==> src/rtl/fetch_stage_pkg.sv <==
// Shared types and constants for the instruction fetch stage: FSM states,
// buffer entry layout and PC arithmetic helpers.
package fetch_stage_pkg;

    typedef enum logic [1:0] {
        IDLE = 2'd0,
        REQ  = 2'd1,
        WAIT = 2'd2
    } fetch_state_e;

    localparam logic [31:0] PC_STEP          = 32'd4;
    localparam logic [31:0] DEFAULT_RESET_PC = 32'h0000_0000;

    typedef struct packed {
        logic [31:0] pc;
        logic [31:0] word;
    } fetch_entry_t;

    function automatic logic [31:0] align_word(input logic [31:0] addr);
        return addr & ~32'h0000_0003;
    endfunction

endpackage

==> src/rtl/fetch_buffer.sv <==
// Synchronous FIFO of {pc, word} entries with a single-cycle flush.
// Storage is not reset; only pointers and occupancy are.
module fetch_buffer
    import fetch_stage_pkg::*;
#(
    parameter int DEPTH = 2
) (
    input  logic                   clk,
    input  logic                   reset,
    input  logic                   flush,
    input  logic                   push,
    input  fetch_entry_t           push_entry,
    input  logic                   pop,
    output fetch_entry_t           head,
    output logic                   empty,
    output logic                   full,
    output logic [$clog2(DEPTH):0] count
);

    localparam int PTR_W = $clog2(DEPTH);
    localparam int CNT_W = PTR_W + 1;

    fetch_entry_t     mem [DEPTH];
    logic [PTR_W-1:0] rd_ptr;
    logic [PTR_W-1:0] wr_ptr;
    logic             do_push;
    logic             do_pop;

    assign empty = (count == '0);
    assign full  = (count == CNT_W'(DEPTH));

    // Flush beats both push and pop; a push into a full buffer needs a pop.
    assign do_pop  = pop && !empty && !flush;
    assign do_push = push && (!full || do_pop) && !flush;

    always_ff @(posedge clk or posedge reset) begin
        if (reset) begin
            rd_ptr <= '0;
            wr_ptr <= '0;
            count  <= '0;
        end else if (flush) begin
            rd_ptr <= '0;
            wr_ptr <= '0;
            count  <= '0;
        end else begin
            if (do_push) wr_ptr <= wr_ptr + PTR_W'(1);
            if (do_pop)  rd_ptr <= rd_ptr + PTR_W'(1);
            case ({do_push, do_pop})
                2'b10:   count <= count + CNT_W'(1);
                2'b01:   count <= count - CNT_W'(1);
                default: count <= count;
            endcase
        end
    end

    always_ff @(posedge clk) begin
        if (do_push) mem[wr_ptr] <= push_entry;
    end

    assign head = mem[rd_ptr];

endmodule

==> src/rtl/fetch_stage.sv <==
// Instruction fetch: one-outstanding-request memory FSM feeding a small
// instruction buffer. Define FETCH_STALL_CNT_EN to add the stall_count output.
module fetch_stage
    import fetch_stage_pkg::*;
#(
    parameter logic [31:0] RESET_PC  = DEFAULT_RESET_PC,
    parameter int          BUF_DEPTH = 2
) (
    input  logic        clk,
    input  logic        reset,
    input  logic        redirect,
    input  logic [31:0] redirect_pc,
    output logic        imem_req_valid,
    input  logic        imem_req_ready,
    output logic [31:0] imem_addr,
    input  logic        imem_rsp_valid,
    input  logic [31:0] imem_rdata,
    output logic        inst_valid,
    input  logic        inst_ready,
    output logic [31:0] inst_data,
    output logic [31:0] program_counter
`ifdef FETCH_STALL_CNT_EN
    ,
    output logic [31:0] stall_count
`endif
);

    localparam int CNT_W = $clog2(BUF_DEPTH) + 1;

    fetch_state_e     state;
    logic [31:0]      fetch_pc;
    logic [31:0]      pend_pc;
    logic             discard;
    logic             buf_push;
    logic             buf_pop;
    logic             buf_empty;
    logic             buf_full;
    logic [CNT_W-1:0] buf_count;
    logic [CNT_W-1:0] occ_next;
    logic             space_after;
    logic             in_flight;
    fetch_entry_t     push_entry;
    fetch_entry_t     head;

    assign imem_addr  = fetch_pc;
    assign inst_valid = !buf_empty;

    assign buf_pop    = inst_valid && inst_ready && !redirect;
    assign buf_push   = (state == WAIT) && imem_rsp_valid && !discard && !redirect;
    assign push_entry = '{pc: pend_pc, word: imem_rdata};

    always_comb begin
        occ_next = buf_count;
        if (buf_push) occ_next = occ_next + CNT_W'(1);
        if (buf_pop)  occ_next = occ_next - CNT_W'(1);
    end

    assign space_after = (occ_next < CNT_W'(BUF_DEPTH));

    // A request handed over on the redirect edge still returns a word that must be dropped.
    assign in_flight = ((state == WAIT) && !imem_rsp_valid) ||
                       ((state == REQ) && imem_req_ready);

    always_ff @(posedge clk or posedge reset) begin
        if (reset) begin
            state          <= IDLE;
            fetch_pc       <= RESET_PC;
            discard        <= 1'b0;
            imem_req_valid <= 1'b0;
        end else if (redirect) begin
            fetch_pc <= align_word(redirect_pc);
            if (in_flight) begin
                state          <= WAIT;
                discard        <= 1'b1;
                imem_req_valid <= 1'b0;
            end else begin
                state          <= REQ;
                discard        <= 1'b0;
                imem_req_valid <= 1'b1;
            end
        end else begin
            case (state)
                IDLE: begin
                    if (!buf_full) begin
                        state          <= REQ;
                        imem_req_valid <= 1'b1;
                    end
                end
                REQ: begin
                    if (imem_req_ready) begin
                        state          <= WAIT;
                        imem_req_valid <= 1'b0;
                        fetch_pc       <= fetch_pc + PC_STEP;
                    end
                end
                WAIT: begin
                    if (imem_rsp_valid) begin
                        discard <= 1'b0;
                        if (space_after) begin
                            state          <= REQ;
                            imem_req_valid <= 1'b1;
                        end else begin
                            state          <= IDLE;
                            imem_req_valid <= 1'b0;
                        end
                    end
                end
                default: begin
                    state          <= IDLE;
                    imem_req_valid <= 1'b0;
                end
            endcase
        end
    end

    always_ff @(posedge clk) begin
        if ((state == REQ) && imem_req_ready) pend_pc <= fetch_pc;
    end

    fetch_buffer #(
        .DEPTH(BUF_DEPTH)
    ) u_buffer (
        .clk       (clk),
        .reset     (reset),
        .flush     (redirect),
        .push      (buf_push),
        .push_entry(push_entry),
        .pop       (buf_pop),
        .head      (head),
        .empty     (buf_empty),
        .full      (buf_full),
        .count     (buf_count)
    );

    // Buffer storage is never reset, so an empty buffer shows the reset-style values.
    assign inst_data       = buf_empty ? 32'h0 : head.word;
    assign program_counter = buf_empty ? fetch_pc : head.pc;

`ifdef FETCH_STALL_CNT_EN
    always_ff @(posedge clk or posedge reset) begin
        if (reset) begin
            stall_count <= 32'h0;
        end else if (inst_ready && !inst_valid && (stall_count != 32'hFFFF_FFFF)) begin
            stall_count <= stall_count + 32'd1;
        end
    end
`endif

endmodule

==> config.mk <==
export PLATFORM = sky130hd
export DESIGN_NAME = fetch_stage
export DESIGN_NICKNAME = d
export VERILOG_FILES = /design/src/rtl/fetch_stage_pkg.sv /design/src/rtl/fetch_buffer.sv /design/src/rtl/fetch_stage.sv
export SDC_FILE = /design/constraint.sdc
export NUM_CORES = 1
export LEC_CHECK = 0
export CORE_AREA = 4 4 130 132
export CTS_CLUSTER_SIZE = 8
export DETAILED_ROUTE_END_ITERATION = 12
export DIE_AREA = 0 0 134 136
export PLACE_DENSITY = 0.79
export SYNTH_ARGS = -nofsm -noshare
export SYNTH_HDL_FRONTEND = slang
export SYNTH_SLANG_ARGS = --single-unit
==> constraint.sdc <==
create_clock -name clk -period 5.3 [get_ports clk]
set_input_delay 0.53 -clock clk [delete_from_list [all_inputs] [get_ports clk]]
set_output_delay 0.53 -clock clk [all_outputs]
set_load 0.01 [all_outputs]
Word level (Yosys, flattened, before mapping)
Memory sizes are Yosys's and may differ from the RTL's.
Cells that the tools add are included.
Storage, ports and cells
  memory bits (writable): 128
  memories: 1
  word-level logic and storage cells: 87
  bits of input ports: 70
  output and inout bits: 98
  register bits after elaboration: 72
Memory list
  u_buffer.mem: words 2, bits a word 64, read ports 1, clocked after Yosys merged registers in 0, write ports 1, RTL line fetch_buffer.sv:23  | fetch_entry_t mem [DEPTH];
Operators by class
  equality and inequality tests: 8
  $add $sub $neg: 6
  multiplexer cells: 33
  $lt $le $gt $ge: 1
  reduce and logical (&&, ||, !) cells: 30
Operators with widths (count)
  $mux W32: 5
  $add A32 B3 Y32 const B: 1
  $mux W1: 17
  $mux W2: 8
  $reduce_bool A2 Y1: 6
  $logic_and A1 B1 Y1: 11
  $ne A3 B3 Y1 const B: 3
  $eq A2 B2 Y1 const B: 3
  $pmux W2 S3: 1
  $logic_not A1 Y1: 5
  $eq A2 B1 Y1 const B: 2
  $logic_not A2 Y1: 2
  $pmux W2 S2: 1
  $reduce_and A2 Y1: 2
  $sub A2 B1 Y2 const B: 2
  $pmux W1 S3: 1
  $reduce_and A3 Y1: 1
  $reduce_bool A3 Y1: 1
  $add A1 B1 Y1 const B: 2
  $add A2 B1 Y2 const B: 1
  $logic_or A1 B1 Y1: 2
  $lt A2 B2 Y1 const B: 1

Depth between registers and ports, before layout
Gate-level depths: netlist of the first run.
  depth after elaboration: 12
  depth in mapped cells: 7
  mapped depth without buffers: 7

Modules after synthesis
Synthesis of the first run repeated with hierarchy kept, for this count alone.
Second synthesis, totals
  cell total of the unflattened synthesis: 548
  area total of the unflattened synthesis: 8395.6 sq um
By module, submodules not included
  fetch_buffer: cells an instance 227, sequential area each 3943.8 sq um, area each 4888.4 sq um, times used 1
  fetch_stage: cells an instance 321, sequential area each 1751.7 sq um, area each 3507.1 sq um, times used 1

Worst setup path after synthesis of the first run
No wires, ideal clock.
  path kind: input to register
  from: input redirect
  to: memory u_buffer.mem[0][0] (netlist name) (enable)
  slack: 0.555 ns
  library setup time: 0.491 ns
  stages: 5
  data arrival time: 4.254 ns
  data required time: 4.809 ns
  buffers on the path: 1
  cell sequence: or2_2 -> clkbuf_1 -> or2_2 -> a21oi_1 -> nor2b_1
Between the ends
  longest elaborated chain between the ends: 9
  elaborated cells on any way between the ends: 10
  classes of those cells: 2 x mux; 8 x reduce/logical
RTL lines
  start, declared: RTL line fetch_stage.sv:11  | input logic redirect,
  $logic_not A1 Y1 *
  $logic_and A1 B1 Y1: RTL line fetch_stage.sv:48  | assign buf_pop = inst_valid && inst_ready && !redirect;
  $logic_and A1 B1 Y1 (2 in a row): RTL line fetch_buffer.sv:33  | assign do_pop = pop && !empty && !flush;
  $logic_or A1 B1 Y1: RTL line fetch_buffer.sv:34  | assign do_push = push && (!full || do_pop) && !flush;
  $logic_and A1 B1 Y1: RTL line fetch_buffer.sv:34
  $logic_and A1 B1 Y1 *: RTL line fetch_buffer.sv:34
  $mux W1 *: RTL line fetch_buffer.sv:57  | if (do_push) mem[wr_ptr] <= push_entry;
  $mux W1 (not written as such) *: RTL line fetch_buffer.sv:57
  end, declared: RTL line fetch_buffer.sv:23
Every way passes the cells marked *; elsewhere a longest branch is shown, timed or not.

Final worst setup path of the first run
  from: register u_buffer.count[1]
  to: output program_counter[17]
Between the ends
  longest elaborated chain between the ends: 2
RTL lines
  start, declared: RTL line fetch_buffer.sv:17  | output logic [$clog2(DEPTH):0] count
  start signal, assigned: RTL line fetch_buffer.sv:49  | 2'b10: count <= count + CNT_W'(1);
  start signal, assigned: RTL line fetch_buffer.sv:50  | 2'b01: count <= count - CNT_W'(1);
  start signal, assigned: RTL line fetch_buffer.sv:51  | default: count <= count;
  $logic_not A2 Y1: RTL line fetch_buffer.sv:29  | assign empty = (count == '0);
  $mux W32: RTL line fetch_stage.sv:137  | assign program_counter = buf_empty ? fetch_pc : head.pc;
  end, declared: RTL line fetch_stage.sv:21  | output logic [31:0] program_counter
No other way between the ends.

==> parameters.txt, run 1 <==
Parameter                              Value

Floorplanning
  Area of the die ... 18200 um^2
  Horizontal die dimension ... 134 um
  Starting density of the core ... 50.5%
  Site row count ... 46
  Std-Cell Core Area ... 15700 um^2
  Count of pins on the block boundary ... 168
  Die height ... 136 um

Worst setup path
  Required @ worst endpoint ... 4.77 ns
  Crit-path leading delay family ... adder cells
  Type of element capturing the critical path ... output port
  Number of cells on the critical path ... 5
  Crit path arrival time ... 2.76 ns
  Slowest stage delay, CP ... 0.82 ns
  Worst reg2reg setup slack ... 2.11 ns
  Bufs and invs on worst path ... 2
  Cell with the largest stage delay on the worst path ... ha_4
  Startpoint Class ... flip-flop
  Cells on worst reg2reg path ... 7
  Chain of cells forming the critical path ... inv_1, ha_4, nand2_1, o21ai_0, clkdlybuf4s50_1
  Largest fanout of any net on the critical path ... 95
  Critical path type ... flip-flop to output port

STA
  Smallest setup slack after layout ... 2.01 ns
  Max Slew Vio Count ... 0
  Skew final ... 0.0102 ns
  Setup violation total in the final timing report ... 0
  Highest Clock Rate ... 304 MHz
  Shortest period the worst path allows ... 3.29 ns
  Final hold slack ... 0.446 ns
  Slew Limit Headroom ... 24.5%
  Setup TNS ... 0 ns
  Slew of the pin with the lowest slew margin ... 1.13 ns
  Fin crit share ... 62.1%
  Setup repair after global routing missed its margin ... no
  Final Hold Viols ... 0

Global route
  Via count of the first global-routing pass ... 5346
  Total gr overflow ... 0
  Number of antenna violations at the first check in global routing ... 1
  First-pass GRT wire length ... 27200 um
  Global-route usage over all layers ... 19.3%
  Maximum number of pins on one net before global-route repair ... 96

Power and ir drop
  Static leakage ... 3.59 nW
  Part of the total power dissipated in sequential elements ... 43.3%
  Combinational share of power ... 28.8%
  Switching Fraction ... 29.6%
  Switching power total ... 0.00134 W
  Pwr/cell area ... 439 nW/um^2
  Clk pwr share ... 27.9%
  Peak supply drop ... 276 uV
  Pint ... 0.00319 W

Placed design
  Weighted congestion at the end of routability-driven global placement ... 0.770
  Detailed-placement wirelength estimate ... 11200 um
  Pre-CTS setup slack ... 1.88 ns
  Number of port buffers ... 161
  Placed instance count ... 929

Worst hold path
  Hold Path Stages ... 0
  Worst min-delay path category ... flip-flop to flip-flop

Route
  DR vias ... 5101
  Remaining number of nets flagged by the antenna check after routing ... 0
  DRC violation total after the first TritonRoute iteration ... 366
  First-pass iteration count of the detailed router ... 5
  Routed len/inst ... 18.2 um
  Total wirelength of the detailed-routed design ... 17500 um
  Post-detailed-route DRC marker count ... 0
  Number of vias per cell ... 5.31

Synth
  Synth Warn # ... 0
  Register bit count reported by yosys ... 192
  Portion of the post-synthesis area used by sequential elements ... 70.3%
  Unique masters post-synth ... 46
  Netlist area before placement ... 7930 um^2
  Synth Instances ... 578
  Primary FF master, synth ... edfxtp_1
  Proportion of synthesized flip-flops having asynchronous set or reset ... 19.8%
  Mapped Avg Cell Area ... 13.7 um^2
  Number of enable flip-flop cells after synthesis ... 154

Layout
  Area added between synthesis and finish ... 30.5%
  Final non-filler cell total ... 961
  Share of the core filled with cells in the final layout ... 65.8%
  Top library cells by usage in the layout, fill and taps aside ... 160 x clkdlybuf4s50_1, 154 x edfxtp_1, 68 x nand2_1, 63 x o21ai_0, 63 x mux2i_1
  Final nets ... 805
  Antenna cell count ... 0
  Leading cell type in the layout, fill and taps excluded ... clkdlybuf4s50_1
  Share of cells above drive strength 1 ... 6.85%

Clock tree
  Post-CTS Setup Repair Bufs ... 0
  Library cell used as clock root buffer ... clkbuf_16
  TritonCTS clock tree ... yes
  Worst-skew pair later-pin latency ... 0.42 ns
  Cts repair resizes ... 0
  CTS Buf Count ... 17
  Count of hold-fix buffers inserted at cts ... 0
  Clock sink total ... 192
  Maximum clock insertion buffer count ... 2
  Clk pin slew, worst setup/hold paths ... 0.07 ns
  H-tree level count ... 4

Flow run
  Maxcap violations ... 0

Status
  Run status ... completed
[cells in the mapped netlist (all sizes together) (2+ instances only)]
master / n / area (um^2)
nor2: 38 / 143
dfrtp: 38 / 951
nor4: 5 / 46.3
ha: 3 / 37.5
nand3: 12 / 70.1
nor2b: 3 / 18.8
xor2: 23 / 201
a22o: 2 / 17.5
inv: 10 / 37.5
nand4: 13 / 81.3
a21oi: 5 / 25.0
and4: 3 / 26.3
o21ai: 63 / 315
and3: 5 / 32.5
buf: 14 / 72.6
edfxtp: 154 / 4620
and2: 4 / 25.0
nand2: 68 / 255
nand3b: 3 / 26.3
xnor2: 6 / 52.6
or2: 2 / 12.5
clkbuf: 20 / 75.1
nor3: 4 / 20.0
nand2b: 2 / 12.5
mux2i: 63 / 631
[power groups by stage]
stage                     sequential [W]  clock [W]  combinational [W]
after floorplan                  0.00190          0           0.000690
after global routing             0.00198    0.00134            0.00141
after detailed placement         0.00200          0            0.00131
after global placement           0.00198          0            0.00128
after CTS                        0.00197    0.00128            0.00132
final                            0.00196    0.00126            0.00131
[cell type report]
type / instances / area (um^2)
well taps: 216 / 270
inverters: 10 / 37.5
clock inverters: 10 / 93.8
flip-flops and latches: 192 / 5580
multi-input cells: 345 / 2210
clock buffers: 22 / 495
repair buffers: 166 / 1660
fillers: 1138 / 5370
[state kept, by name (all words and copies together) (netlist names)]
register / flops
discard: 1
imem_addr: 30
imem_req_valid: 1
pend_pc: 30
state: 2
u_buffer.count: 2
u_buffer.mem: 124
u_buffer.rd_ptr: 1
u_buffer.wr_ptr: 1
[per-layer routing]
metal  wire length, um  GRT usage, %  vias up
met5                18             0        -
met1              7380          24.0     2456
met2              8760          32.9      200
li1                  -             -     2414
met3               989          4.33       29
met4               336          7.66        2
[through the flow]
step	instance area (um^2)	power (W)
after CTS	10300	0.00457
after detailed placement	9750	0.00331
after floorplan	7940	0.00259
after global placement	9750	0.00326
after global routing	10300	0.00473
final	10300	0.00454
[cells by family (layout without fill, tap and decap cells)]
kind of cell,count (synthesis),in the layout,synth area share (%)
buf+inv,44,208,2.34
mux,63,63,7.95
compound gates,82,82,5.76
fa+ha+maj,3,3,0.474
xor+xnor,29,29,3.20
simple gates,164,164,9.90
other cells,1,4,0.0473
flops,192,192,70.3
[worst paths after layout]
kind                                   start             endpoint
setup / recovery           u_buffer.count[1]  program_counter[17]
hold / removal                   pend_pc[30]  u_buffer.mem[1][62]
setup reg to reg           u_buffer.count[1]  u_buffer.mem[0][49]
hold reg to reg                  pend_pc[30]  u_buffer.mem[1][62]
max in group asynchronous              reset      u_buffer.rd_ptr
min in group asynchronous              reset       imem_req_valid
Note: power is estimated with default switching activity, not from simulation.
==> run 2: changes to the inputs <==
==> constraint.sdc (replaced) <==
create_clock -name clk -period 3.1 [get_ports clk]
set_input_delay 0.31 -clock clk [delete_from_list [all_inputs] [get_ports clk]]
set_output_delay 0.31 -clock clk [all_outputs]
set_load 0.01 [all_outputs]
==> parameters.txt, run 2 (synthesized netlist as in run 1, its figures left out) <==
Parameter                              Value

Route
  Remaining number of nets flagged by the antenna check after routing ... 0
  DR vias ... 5190
  Total wirelength of the detailed-routed design ... 17700 um
  Routed len/inst ... 18.2 um
  DRC violation total after the first TritonRoute iteration ... 397
  Post-detailed-route DRC marker count ... 0
  Number of vias per cell ... 5.35
  First-pass iteration count of the detailed router ... 5

Worst setup path
  Crit path arrival time ... 2.49 ns
  Critical path type ... flip-flop to output port
  Critical path launch point ... u_buffer.count[1]
  Type of element capturing the critical path ... output port
  Crit-path leading delay family ... buffers and inverters
  Cells on worst reg2reg path ... 8
  End of the worst register-to-register path ... u_buffer.mem[0][55]
  Chain of cells forming the critical path ... inv_1, ha_4, buf_12, nand2_1, o21ai_0, clkdlybuf4s50_1
  Required @ worst endpoint ... 2.79 ns
  Worst reg2reg setup slack ... 0.33 ns
  Number of cells on the critical path ... 6
  Worst flop-to-flop path startpoint ... u_buffer.count[1]
  Slowest stage delay, CP ... 0.59 ns
  Largest fanout of any net on the critical path ... 36
  Cell with the largest stage delay on the worst path ... clkdlybuf4s50_1
  Startpoint Class ... flip-flop
  CP Capture Point ... program_counter[28]
  Bufs and invs on worst path ... 3

Layout
  Area used by multi-input combinational logic ... 2210 um^2
  Post-Layout Inst Area ... 10500 um^2
  Seq. cell area ... 5580 um^2
  Final nets ... 814
  Area added between synthesis and finish ... 32.2%
  Share of the core filled with cells in the final layout ... 66.7%
  Register with the most flip-flops ... u_buffer.mem
  Leading cell type in the layout, fill and taps excluded ... clkdlybuf4s50_1
  Antenna cell count ... 0
  Fill cell count ... 1116
  Number of flip-flops in the largest register ... 124
  Final non-filler cell total ... 970
  Top library cells by usage in the layout, fill and taps aside ... 160 x clkdlybuf4s50_1, 154 x edfxtp_1, 68 x nand2_1, 63 x o21ai_0, 63 x mux2i_1
  Share of cells above drive strength 1 ... 7.96%

Global route
  Met2 Usage GRT ... 31.5%
  Met1 track utilization from global routing ... 25.1%
  Maximum number of pins on one net before global-route repair ... 70
  Total gr overflow ... 0
  Routing layer with the top usage in global route ... met2
  Global-route usage over all layers ... 19.4%
  First-pass GRT wire length ... 27300 um
  Via count of the first global-routing pass ... 5254
  Met3 demand-to-capacity share in global routing ... 4.15%
  Number of antenna violations at the first check in global routing ... 0

Flow run
  Maxcap violations ... 0

Clock tree
  Clock sink total ... 192
  Post-CTS Setup Repair Bufs ... 0
  H-tree level count ... 4
  Maximum clock insertion buffer count ... 2
  Clk pin slew, worst setup/hold paths ... 0.07 ns
  Worst-skew pair later-pin latency ... 0.43 ns
  Cts repair resizes ... 0
  CTS Buf Count ... 17
  Count of hold-fix buffers inserted at cts ... 0
  TritonCTS clock tree ... yes
  Library cell used as clock root buffer ... clkbuf_16

Floorplanning
  Die height ... 136 um
  Std-Cell Core Area ... 15700 um^2
  Horizontal die dimension ... 134 um
  Count of pins on the block boundary ... 168
  Area of the die ... 18200 um^2
  Starting density of the core ... 50.5%
  Site row count ... 46

STA
  Shortest period the worst path allows ... 2.80 ns
  Skew final ... 0.00972 ns
  Max Slew Vio Count ... 0
  Final Hold Viols ... 0
  Slew Limit Headroom ... 41.2%
  Slew of the pin with the lowest slew margin ... 0.881 ns
  Setup TNS ... 0 ns
  Fin crit share ... 90.3%
  Highest Clock Rate ... 357 MHz
  Setup violation total in the final timing report ... 0
  Setup repair after global routing missed its margin ... no

Placed design
  Number of port buffers ... 161
  Detailed-placement wirelength estimate ... 11700 um
  Placed cell areas ... 9850 um^2
  Weighted congestion at the end of routability-driven global placement ... 0.776
  Placed instance count ... 937

Power and ir drop
  Peak supply drop ... 436 uV
  Static leakage ... 3.64 nW
  Pwr/cell area ... 754 nW/um^2
  Overall power ... 0.00790 W

Status
  Run status ... completed

Worst hold path
  Worst min-delay path category ... input pin to async pin
## run 2: metrics by stage
| step | hold WS, ns | setup slack [ns] |
|---|---|---|
| final | 0.374 | 0.302 |
| after global routing | 0.424 | 0.166 |
| after CTS | 0.383 | 0.116 |
| after global placement | 0.422 | 0.458 |
| after floorplan | 0.409 | 0.381 |
| after detailed placement | 0.431 | 0.384 |
## run 2: how the worst min path moves through the flow
stage,start,endpoint,slack [ns],cells after the start
6_report,reset,imem_addr[10],0.37,2
3_5_place_dp,pend_pc[3],u_buffer.mem[1][35],0.43,0
2_1_floorplan,imem_rdata[0],u_buffer.mem[0][0],0.41,0
5_1_grt,redirect,discard,0.42,4
3_3_place_gp,pend_pc[11],u_buffer.mem[0][43],0.42,0
4_1_cts,reset,imem_addr[10],0.38,2
## run 2: power breakdown
part / switching [W] / internal (W)
logic: 0.00113 / 0.00122
registers: 0.000259 / 0.00305
clock network: 0.000957 / 0.00128
## run 2: area by class of cell
cell class / instances / area share, %
clock buffer: 17 / 4.06
timing repair buffer: 175 / 16.9
multi-input combinational: 345 / 21.1
inverter: 10 / 0.358
sequential: 192 / 53.2
clock inverter: 15 / 1.74
tap: 216 / 2.58
## run 2: routing by layer
layer  up-vias  wire [um]  share of wire, %
li1       2433          -                 -
met5         -          0                 0
met4         0        450               2.5
met2       222       8510                48
met1      2498       7560                43
met3        37       1150               6.5
==> run 3: changes to the inputs <==
--- a/config.mk
+++ b/config.mk
@@ -5,10 +5,10 @@
 export SDC_FILE = /design/constraint.sdc
 export NUM_CORES = 1
 export LEC_CHECK = 0
-export CORE_AREA = 4 4 130 132
+export CORE_AREA = 5 5 131 133
 export CTS_CLUSTER_SIZE = 8
 export DETAILED_ROUTE_END_ITERATION = 12
-export DIE_AREA = 0 0 134 136
+export DIE_AREA = 0 0 136 138
 export PLACE_DENSITY = 0.79
 export SYNTH_ARGS = -nofsm -noshare
 export SYNTH_HDL_FRONTEND = slang
==> parameters.txt, run 3 (synthesized netlist as in run 1, its figures left out) <==
Parameter                              Value

STA
  Setup violation total in the final timing report ... 0
  Setup repair after global routing missed its margin ... no
  Skew final ... 0.00491 ns
  Max Slew Vio Count ... 0
  Final hold slack ... 0.413 ns
  Setup TNS ... 0 ns
  Final Hold Viols ... 0
  Highest Clock Rate ... 343 MHz
  Fin crit share ... 94.0%
  Slew Limit Headroom ... 35.5%
  Slew of the pin with the lowest slew margin ... 0.967 ns
  Shortest period the worst path allows ... 2.92 ns
  Smallest setup slack after layout ... 0.185 ns

Placed design
  Number of port buffers ... 161
  Pre-CTS setup slack ... 0.355 ns
  Placed cell areas ... 9850 um^2
  Weighted congestion at the end of routability-driven global placement ... 0.784
  Detailed-placement wirelength estimate ... 11900 um

Clock tree
  Count of hold-fix buffers inserted at cts ... 0
  CTS Buf Count ... 17
  Maximum clock insertion buffer count ... 2
  H-tree level count ... 4
  Clock sink total ... 192
  TritonCTS clock tree ... yes
  Worst-skew pair later-pin latency ... 0.42 ns
  Library cell used as clock root buffer ... clkbuf_16
  Clk pin slew, worst setup/hold paths ... 0.07 ns

Floorplanning
  Horizontal die dimension ... 136 um
  Die height ... 138 um
  Site row count ... 46
  Std-Cell Core Area ... 15700 um^2
  Count of pins on the block boundary ... 168
  Starting density of the core ... 50.5%
  Area of the die ... 18800 um^2

Route
  Remaining number of nets flagged by the antenna check after routing ... 0
  Length of routed wiring on met1 ... 7400 um
  WL met3 ... 1280 um
  Routed len/inst ... 18.6 um
  Number of vias per cell ... 5.38
  Post-detailed-route DRC marker count ... 0
  DRC violation total after the first TritonRoute iteration ... 425
  DR vias ... 5225
  Total wirelength of the detailed-routed design ... 18000 um
  Detailed-routed wire length on met2 ... 9050 um
  First-pass iteration count of the detailed router ... 5
  Top routing layer in use ... met4

Worst setup path
  Critical path launch point ... u_buffer.count[1]
  Startpoint Class ... flip-flop
  Worst flop-to-flop path startpoint ... u_buffer.count[1]
  Cells on worst reg2reg path ... 8
  Critical path type ... flip-flop to output port
  Required @ worst endpoint ... 2.79 ns
  Crit path arrival time ... 2.61 ns
  Type of element capturing the critical path ... output port
  Worst reg2reg setup slack ... 0.34 ns
  Largest fanout of any net on the critical path ... 49
  End of the worst register-to-register path ... u_buffer.mem[1][34]

Layout
  Top library cells by usage in the layout, fill and taps aside ... 160 x clkdlybuf4s50_1, 154 x edfxtp_1, 68 x nand2_1, 63 x o21ai_0, 63 x mux2i_1
  Antenna cell count ... 0
  Final nets ... 816
  Share of cells above drive strength 1 ... 7.94%
  Leading cell type in the layout, fill and taps excluded ... clkdlybuf4s50_1
  Area added between synthesis and finish ... 31.6%
  Register with the most flip-flops ... u_buffer.mem
  Number of flip-flops in the largest register ... 124
  Post-Layout Inst Area ... 10400 um^2

Worst hold path
  Worst min-delay path category ... input pin to async pin

Power and ir drop
  Part of the total power dissipated in sequential elements ... 42.6%
  Peak supply drop ... 566 uV
  Static leakage ... 3.62 nW
  Clk pwr share ... 26.5%
  Switching Fraction ... 30.0%
  Pint ... 0.00540 W
  Switching power total ... 0.00232 W
  Pwr/cell area ... 740 nW/um^2
  Combinational share of power ... 30.9%

Status
  Run status ... completed

Global route
  First-pass GRT wire length ... 28000 um
  Maximum number of pins on one net before global-route repair ... 96
  Total gr overflow ... 0
  Via count of the first global-routing pass ... 5406
  Global-route usage over all layers ... 19.0%
  Number of antenna violations at the first check in global routing ... 0

Flow run
  Maxcap violations ... 0
[run 3: critical path, stage by stage (launching register included)]
cell,delay [ns]
dfrtp_1,0.44
inv_1,0.17
ha_4,0.56
buf_12,0.29
nand2_1,0.07
o21ai_0,0.08
clkdlybuf4s50_1,0.56
[run 3: how the worst max path moves through the flow]
| stage | end | slack [ns] | cells past startpoint |
|---|---|---|---|
| finish | program_counter[8] | 0.18 | 6 |
| global route | program_counter[8] | 0.06 | 6 |
| CTS | program_counter[30] | 0.03 | 5 |
| detailed placement | state[0] | 0.35 | 7 |
| global placement | u_buffer.mem[1][4] | 0.56 | 7 |
| floorplan | u_buffer.mem[0][0] | 0.38 | 5 |
[run 3: layout make-up]
class                   count  area, um^2
clock inverters            12         109
well taps                 216         270
clock buffers              20         447
flip-flops and latches    192        5580
fillers                  1106        5280
inverters                  10        37.5
multi-input cells         345        2210
repair buffers            177        1780
[run 3: through the flow]
step / cells / total power [W] / utilization, %
3_5_place_dp: 939 / 0.00569 / 62.7
3_3_place_gp: 939 / 0.00560 / 62.7
6_report: 972 / 0.00772 / 66.4
2_1_floorplan: 581 / 0.00442 / -
5_1_grt: 972 / 0.00809 / 66.4
4_1_cts: 971 / 0.00774 / 66.3
[run 3: metal layers]
| layer | up-vias | track usage, % |
|---|---|---|
| li1 | 2434 | - |
| met1 | 2556 | 23.7 |
| met2 | 208 | 32.5 |
| met3 | 27 | 4.50 |
| met4 | 0 | 6.74 |
| met5 | - | 0 |
[run 3: power by group through the flow]
stage | clock network (W) | registers, W | logic (W)
after floorplan | 0 | 0.00324 | 0.00118
after global placement | 0 | 0.00331 | 0.00229
after detailed placement | 0 | 0.00334 | 0.00235
after CTS | 0.00208 | 0.00329 | 0.00237
after global routing | 0.00220 | 0.00331 | 0.00257
final | 0.00205 | 0.00329 | 0.00238
[run 3: what timing repair did]
action / in CTS / in global routing
setup endpoints to repair: 0 / 29
buffers inserted: 0 / 1
resized for setup: 0 / 0
